`src/rtl/junction_route_sequencer.sv`:
```
// Junction decision source: replays a programmed maneuver route or forwards the live tone
// detector, presenting one registered decision per drive-block junction request.
module junction_route_sequencer #(
  parameter int         DEPTH        = 16,
  parameter int         PTR_W        = 4,
  parameter int         TIMEOUT      = 150_000_000,
  parameter int         TO_W         = 28,
  parameter logic [2:0] TIMEOUT_CODE = 3'd5
) (
  input  logic             clk,
  input  logic             rst,
  input  logic             routeWrEn,
  input  logic [PTR_W-1:0] routeWrAddr,
  input  logic [2:0]       routeWrData,
  input  logic [PTR_W:0]   routeLen,
  input  logic [1:0]       mode,
  input  logic             start,
  input  logic             abort,
  input  logic             junctionReq,
  input  logic [2:0]       toneDirLive,
  output logic [2:0]       toneDir,
  output logic             toneEnable,
  output logic [PTR_W:0]   junctionCount,
  output logic             busy,
  output logic             routeDone,
  output logic             timeoutFlag
);
  localparam logic [2:0]      HOLD    = 3'd0;
  localparam logic [2:0]      STOP    = 3'd5;
  localparam logic [TO_W-1:0] TO_LAST = TO_W'(TIMEOUT - 1);

  typedef enum logic [1:0] {IDLE, WAIT_JUNC, SERVE} state_t;
  state_t state, stateNxt;

  logic [2:0]      route [DEPTH];
  logic            reqPrev, rise, fall;
  logic            srcTone, srcToneNxt, timedOut, timedOutNxt;
  logic [PTR_W:0]  ptr, ptrNxt, lenL, lenLNxt, countNxt;
  logic [1:0]      modeL, modeLNxt;
  logic [TO_W-1:0] timer, timerNxt;
  logic [2:0]      toneDirNxt;
  logic            toneEnableNxt, routeDoneNxt, timeoutFlagNxt;
  logic            pickTone, routeEmpty;

  // Stored HOLD or illegal entries would stall the vehicle, so they become a forced stop.
  function automatic logic [2:0] routeCode(input logic [2:0] c);
    return (c == HOLD || c > STOP) ? TIMEOUT_CODE : c;
  endfunction

  function automatic logic [2:0] liveCode(input logic [2:0] c);
    return (c > STOP) ? HOLD : c;
  endfunction

  assign rise       = junctionReq & ~reqPrev;
  assign fall       = ~junctionReq & reqPrev;
  assign busy       = (state != IDLE);
  assign routeEmpty = (ptr >= lenL);
  assign pickTone   = (modeL == 2'd1) || (modeL == 2'd3) || ((modeL == 2'd2) && routeEmpty);

  always_ff @(posedge clk or posedge rst) begin
    if (rst) begin
      for (int i = 0; i < DEPTH; i++) route[i] <= HOLD;
    end else if (state == IDLE && routeWrEn) begin
      route[routeWrAddr] <= routeWrData;
    end
  end

  always_ff @(posedge clk or posedge rst) begin
    if (rst) begin
      state         <= IDLE;
      reqPrev       <= 1'b0;
      srcTone       <= 1'b0;
      timedOut      <= 1'b0;
      ptr           <= '0;
      lenL          <= '0;
      modeL         <= 2'd0;
      timer         <= '0;
      toneDir       <= HOLD;
      toneEnable    <= 1'b0;
      junctionCount <= '0;
      routeDone     <= 1'b0;
      timeoutFlag   <= 1'b0;
    end else begin
      state         <= stateNxt;
      reqPrev       <= junctionReq;
      srcTone       <= srcToneNxt;
      timedOut      <= timedOutNxt;
      ptr           <= ptrNxt;
      lenL          <= lenLNxt;
      modeL         <= modeLNxt;
      timer         <= timerNxt;
      toneDir       <= toneDirNxt;
      toneEnable    <= toneEnableNxt;
      junctionCount <= countNxt;
      routeDone     <= routeDoneNxt;
      timeoutFlag   <= timeoutFlagNxt;
    end
  end

  always_comb begin
    stateNxt       = state;
    srcToneNxt     = srcTone;
    timedOutNxt    = timedOut;
    ptrNxt         = ptr;
    lenLNxt        = lenL;
    modeLNxt       = modeL;
    timerNxt       = timer;
    toneDirNxt     = toneDir;
    toneEnableNxt  = toneEnable;
    countNxt       = junctionCount;
    routeDoneNxt   = routeDone;
    timeoutFlagNxt = timeoutFlag;
    case (state)
      IDLE: begin
        toneDirNxt    = HOLD;
        toneEnableNxt = 1'b0;
        if (start) begin
          ptrNxt         = '0;
          countNxt       = '0;
          routeDoneNxt   = 1'b0;
          timeoutFlagNxt = 1'b0;
          modeLNxt       = mode;
          lenLNxt        = routeLen;
          stateNxt       = WAIT_JUNC;
        end
      end
      WAIT_JUNC: begin
        toneDirNxt    = HOLD;
        toneEnableNxt = 1'b0;
        if (rise) begin
          stateNxt    = SERVE;
          timerNxt    = '0;
          timedOutNxt = 1'b0;
          srcToneNxt  = pickTone;
          if (pickTone) begin
            toneEnableNxt = 1'b1;
          end else if (routeEmpty) begin
            toneDirNxt   = STOP;
            routeDoneNxt = 1'b1;
          end else begin
            toneDirNxt = routeCode(route[ptr[PTR_W-1:0]]);
          end
        end
      end
      SERVE: begin
        if (fall) begin
          toneDirNxt    = HOLD;
          toneEnableNxt = 1'b0;
          countNxt      = (&junctionCount) ? junctionCount : junctionCount + 1'b1;
          if (!srcTone && !routeEmpty) ptrNxt = ptr + 1'b1;
          stateNxt = WAIT_JUNC;
        end else if (srcTone && !timedOut) begin
          // Once the wait expires the forced code is latched until the request drops.
          if (timer == TO_LAST) begin
            toneDirNxt     = TIMEOUT_CODE;
            timedOutNxt    = 1'b1;
            timeoutFlagNxt = 1'b1;
          end else begin
            toneDirNxt = liveCode(toneDirLive);
            timerNxt   = timer + 1'b1;
          end
        end
      end
      default: stateNxt = IDLE;
    endcase
    if (abort) begin
      stateNxt      = IDLE;
      toneDirNxt    = HOLD;
      toneEnableNxt = 1'b0;
    end
  end
endmodule
```
`config.mk`:
```
export PLATFORM = sky130hd
export DESIGN_NAME = junction_route_sequencer
export DESIGN_NICKNAME = d
export VERILOG_FILES = /design/src/rtl/junction_route_sequencer.sv
export SDC_FILE = /design/constraint.sdc
export NUM_CORES = 1
export LEC_CHECK = 0
export CAP_MARGIN = 20
export CORE_ASPECT_RATIO = 1.2
export CORE_MARGIN = 4
export CORE_UTILIZATION = 50
export CTS_CLUSTER_DIAMETER = 60
export DETAILED_ROUTE_END_ITERATION = 10
export GPL_ROUTABILITY_DRIVEN = 1
export HOLD_SLACK_MARGIN = 0.03
export PLACE_DENSITY = 0.72
export SYNTH_ARGS = -nofsm -noshare
export SYNTH_HDL_FRONTEND = slang
export SYNTH_SLANG_ARGS = --single-unit
```
`constraint.sdc`:
```
create_clock -name clk -period 3.8 [get_ports clk]
set_input_delay 0.95 -clock clk [delete_from_list [all_inputs] [get_ports clk]]
set_output_delay 0.95 -clock clk [all_outputs]
set_load 0.03 [all_outputs]
```
# == Word-level counts from Yosys, hierarchy flattened ==
# Index checks and enable logic that the tools add are counted.
# word_totals
inputBits,23
output_inout_bits,12
register_bits,104
wordCells,144
# op_classes
add_sub_neg,3
bitwise,6
magnitude_cmp,6
eq_ne,21
n_reduce_logical,30
mux,49
# ops
operator,n
two-way mux 28 bit,4
case mux 28 bit (2 select lines),1
bitwise mux 48 bit,1
two-way mux 3 bit,12
"adder 28 x 1 -> 28 bit, second input constant",1
"equality test 28 bit, second input constant",1
two-way mux 5 bit,5
AND reduction 5 bit,5
"inequality test 2 bit, second input constant",11
case mux 5 bit (2 select lines),2
binary-select mux 3 bit (select 4 bit),1
demux 3 bit (select 4 bit),1
two-way mux 1 bit,12
"adder 5 x 1 -> 5 bit, second input constant",2
"greater-or-equal comparator 5 bit, second input constant",2
inverter 4 -> 5 bit,2
"inequality test 3 bit, second input constant",3
case mux 3 bit (3 select lines),1
two-way mux 2 bit,4
AND reduction 2 bit,4
AND reduction 4 bit,2
nonzero test 2 bit,4
"equality test 2 bit, second input constant",3
"> comparator 3 bit, second input constant",2
16 further kinds,29

# == Depth between registers and ports, before layout ==
# logic_depth
depth_word,12
depth_mapped,10
depth_no_buf,8

# == Worst setup path after synthesis ==
# Ideal clock, no wire load.
# synth_path
path_type,input to register
startpoint,input port junctionReq
endpoint,register ptr[2]
t_arrival_ns,2.318
t_required_ns,3.722
n_path_buf,0
setup_time_ns,0.078
cell_stages,5
slack_ns,1.404
cell_sequence,nand2b_1 a211o_1 a2111o_1 or3_1 a21oi_1
# synth_between
elab_chain_cells,4
# synth_rtl
item,line,rtl
from (decl),19,"input logic junctionReq,"
inverter 1 bit,55,assign fall = ~junctionReq & reqPrev;
bitwise AND 1 bit,55,
inequality test 2 bit (no source line),--,
AND reduction 4 bit (no source line),--,
to (signal assigned),88,ptr <= ptrNxt;
to (decl),38,"logic [PTR_W:0] ptr, ptrNxt, lenL, lenLNxt, countNxt;"
# Every way passes these cells.
# A chain may end at the register's enable or synchronous reset.

# == Final worst setup path ==
# layout_path
startpoint,register state[1]
endpoint,output port busy
# layout_between
elab_chain_cells,1
# layout_rtl
item,line,rtl
from (decl),33,"state_t state, stateNxt;"
from (signal assigned),84,state <= stateNxt;
nonzero test 2 bit,56,assign busy = (state != IDLE);
to (decl),24,"output logic busy,"
# Every way passes these cells.

==> impl_summary.md <==
Synthesis
The cell type contributing the most total cell area after synthesis is dfrtp_1. The most common cell in the synthesized netlist is dfrtp_1. After technology mapping, the gate count stands at 474.

The proportion of synthesized chip area in sequential cells is 48.0%. The synthesized design contains 104 register bits. By count the netlist is led by dfrtp_1 (104), nor2_1 (56), mux2_2 (55). The proportion of netlist area held by the largest area contributor is 48.0%. Counting distinct cell types in the post-synthesis netlist gives 63. Yosys printed 0 warnings. In this run the mean area of a mapped cell was 11.4 sq um. In the post-synthesis netlist, the biggest area contributors are dfrtp_1 (48%), mux2_2 (11%), mux4_2 (5.0%). For this run, the leading register cell type out of synthesis is dfrtp_1. The post-synthesis instance area is 0.00542 sq mm. The number of synthesized flops with an enable pin is 0. The post-synth net total is 509. In the synthesized netlist the async set-or-reset flop fraction comes to 100%.

Drt
The starting DRC count in detailed routing is 120. The highest metal layer carrying signal wires in the routed design is met4. The routed length on met3 is 374 um. After detailed routing, the number of vias per cell comes to 5.69. The count of nets left with antenna violations once routing finished came out at 0.

The sum of met2 wire segment lengths after detailed routing is 5.68 mm. Wires add up to 11.0 mm. The first-pass iteration count of the detailed router is 4. For this run, design rule violations remaining after detail routing come to 0. For this block, the via count after detailed routing is 3650.

Dividing the detail-routed wire length by the instance count gives 17.1 um. The total routed wire length on the met1 layer is 4.81 mm.

Final layout
The layout has 876 filler cells. The area added between synthesis and finish is 13.8%. The combined area of the multi-input logic cells is 0.00265 sq mm.

The number of nets in the finished design is 543. The final instance area is 0.00616 sq mm. Registers take 0.00260 sq mm. Of the cells placed in the final design, the portion with a size suffix greater than 1 is 21.2%. The final antenna diode count is 0.

Place
The placed instances occupy a cell area of 0.00587 sq mm. After legalization and detailed placement, the total HPWL measured 7.78 mm. The quantity of I/O buffers inserted on ports is 34.

Routability-driven placement finished with a final weighted congestion of 0.875.

Pwr
The maximum vdd ir drop is 233 uV. The static leakage is 2.71 nW. The power density over the cells is 458 mW/mm^2.

Worst setup path
In this run the worst path has a maximum fanout of 9. The number of cells on the worst reg-to-reg path is 7. The cell type of the slowest stage on the worst timing path is clkdlybuf4s50_1. The worst setup path is captured at an output port. The launching instance or port of the critical path is state[1]$_DFFE_PP0P_. Walking the worst path, the cells encountered are inv_1 > ha_1 > inv_1 > clkdlybuf4s50_1. The worst setup path is launched from a flop. In this run the critical register-to-register path is launched from state[0]$_DFFE_PP0P_.

The most repeated library cell on the critical path is inv_1. The endpoint identified for the worst register-to-register timing path is timer[15]$_DFFE_PP0P_. At the worst endpoint, the required time is 2.85 ns.

The critical path is of the reg2out type. The arrival time of data at the critical path endpoint is 2.00 ns. In this design, the stage delay of the slowest critical-path cell is 0.62 ns. The worst setup path endpoint is busy. Setup slack on the worst reg-to-reg path comes out at 1.20 ns.

STA
Setup repair after global routing left no endpoint under its margin. The worst slew margin relative to its limit is 45.6%. The final count of negative-setup-slack endpoints is 0. The worst slack on hold paths is 0.505 ns. The smallest clock period supported by the final layout is computed as 2.95 ns. At the pin with the least slew margin, the transition time is 0.811 ns. On the final layout, the worst clock skew is 0.0108 ns. The final setup TNS is 0 ns. The count of final max-slew check failures is 0.

The number of endpoints with negative hold slack in the final report is 0. The fraction of the cycle the final worst path needs is 77.6%. Timing would allow up to 339 MHz.

Clock tree
The clock sink total is 104. The number of gates resized after CTS is 0. No sink is reached through more buffers than the 2 on the longest clock path. TritonCTS built the clock tree.

The total clock buffers created by CTS is 9. The number of buffers added to fix hold violations after cts is 0. The number of setup buffers added after CTS is 0.

CTS placed an instance of clkbuf_16 at the clock tree root. Clock latency on the worst-skew pair, taken at its later pin, is 0.35 ns. The H-tree was split into 3 levels.

After clock tree synthesis, the clock-pin slew on the worst setup and hold paths is 0.07 ns.

Floorplan
The overall die area is 0.0126 sq mm. The die boundary width is 103 um. Row generation in the floorplan step produced 41 rows. For this configuration, the core starts out at a cell density of 51.3%. The area of the core is 0.0106 sq mm. The height of the die is 122 um. The total I/O pin count is 35.

Outcome
The run finished with clean final reports.

Worst hold path
The worst hold path belongs to the class reg2reg.

GRT
Entering global routing, the biggest net connects 45 pins. The overall fraction of global-route tracks in use is 19.1%. Summed over all layers, the global routing overflow is 0. The wire length of the first global-routing pass is 18.8 mm. The number of global-route vias before repair was 3926. The initial antenna violation count is 0.

Run
The number of maximum-capacitance violations is 0.
-- per-layer routing --
metal | track usage, % | up-vias
met5 | 0 | -
li1 | - | 1767
met4 | 5.75 | 0
met2 | 31.9 | 46
met1 | 25.0 | 1825
met3 | 4.01 | 12
-- final cells by class --
cell class	count	share of cell area, %
Multi-Input combinational cell	335	42.9
Sequential cell	104	42.2
Tap cell	129	2.62
Clock inverter	5	0.589
Timing Repair Buffer	39	6.33
Inverter	19	1.20
Clock buffer	11	4.10
-- how the worst min path moves through the flow --
stage | depth (start not counted) | slack, ns | start | to
floorplan | 2 | 0.46 | timedOut$_DFFE_PP0P_ | timedOut$_DFFE_PP0P_
global placement | 2 | 0.48 | toneDir[1]$_DFFE_PP0P_ | toneDir[1]$_DFFE_PP0P_
detailed placement | 1 | 0.49 | route[27]$_DFFE_PP0P_ | route[27]$_DFFE_PP0P_
CTS | 1 | 0.51 | route[27]$_DFFE_PP0P_ | route[27]$_DFFE_PP0P_
global route | 1 | 0.52 | lenL[2]$_DFFE_PP0P_ | lenL[2]$_DFFE_PP0P_
finish | 1 | 0.51 | route[27]$_DFFE_PP0P_ | route[27]$_DFFE_PP0P_
-- critical path, delay by kind of cell (launching register included) --
| kind | cells | cell delay (ns) |
|---|---|---|
| flip-flops | 1 | 0.42 |
| adder cells (fa/ha/maj) | 1 | 0.39 |
| buffers and inverters | 3 | 0.84 |
-- per-stage QoR --
step           instances  setup WS [ns]  utilization [%]  total power, W
6_report             642          0.853             58.3         0.00282
5_1_grt              642          0.803             58.3         0.00297
4_1_cts              642          0.881             58.3         0.00284
3_5_place_dp         626          0.586             55.6         0.00194
3_3_place_gp         626          0.658             55.6         0.00191
2_1_floorplan        474          0.118                -         0.00179
-- power breakdown --
part	leakage (nW)	switching [W]	total [W]	internal [W]
clock network	0.146	0.000416	0.000900	0.000484
registers	1.36	0.0000965	0.00139	0.00129
logic	1.20	0.000249	0.000535	0.000286
-- sequential cells by signal (all words and copies together) (netlist names) --
signal         cells
junctionCount      5
lenL               5
modeL              2
ptr                5
reqPrev            1
route             48
routeDone          1
srcTone            1
state              2
timedOut           1
timeoutFlag        1
timer             28
toneDir            3
toneEnable         1
-- cells by family after synthesis --
group	after synthesis	share of synthesized area, %
simple gates	163	15.6
compound gates	63	9.19
fa+ha+maj	12	2.77
xor+xnor	28	4.53
mux	69	16.8
flops	104	48.0
buf+inv	35	3.12
-- cells in the final DEF (no fill, tap or decap), types with 12 or more instances in the layout --
cell type,instances
nand3_1,13
inv_1,18
mux2_2,55
nand2_1,32
dfrtp_1,104
xnor2_1,12
clkdlybuf4s50_1,34
a21oi_1,16
xor2_1,16
mux4_2,12
nor2_1,56
ha_1,12
Power figures use the tool's default switching activity.
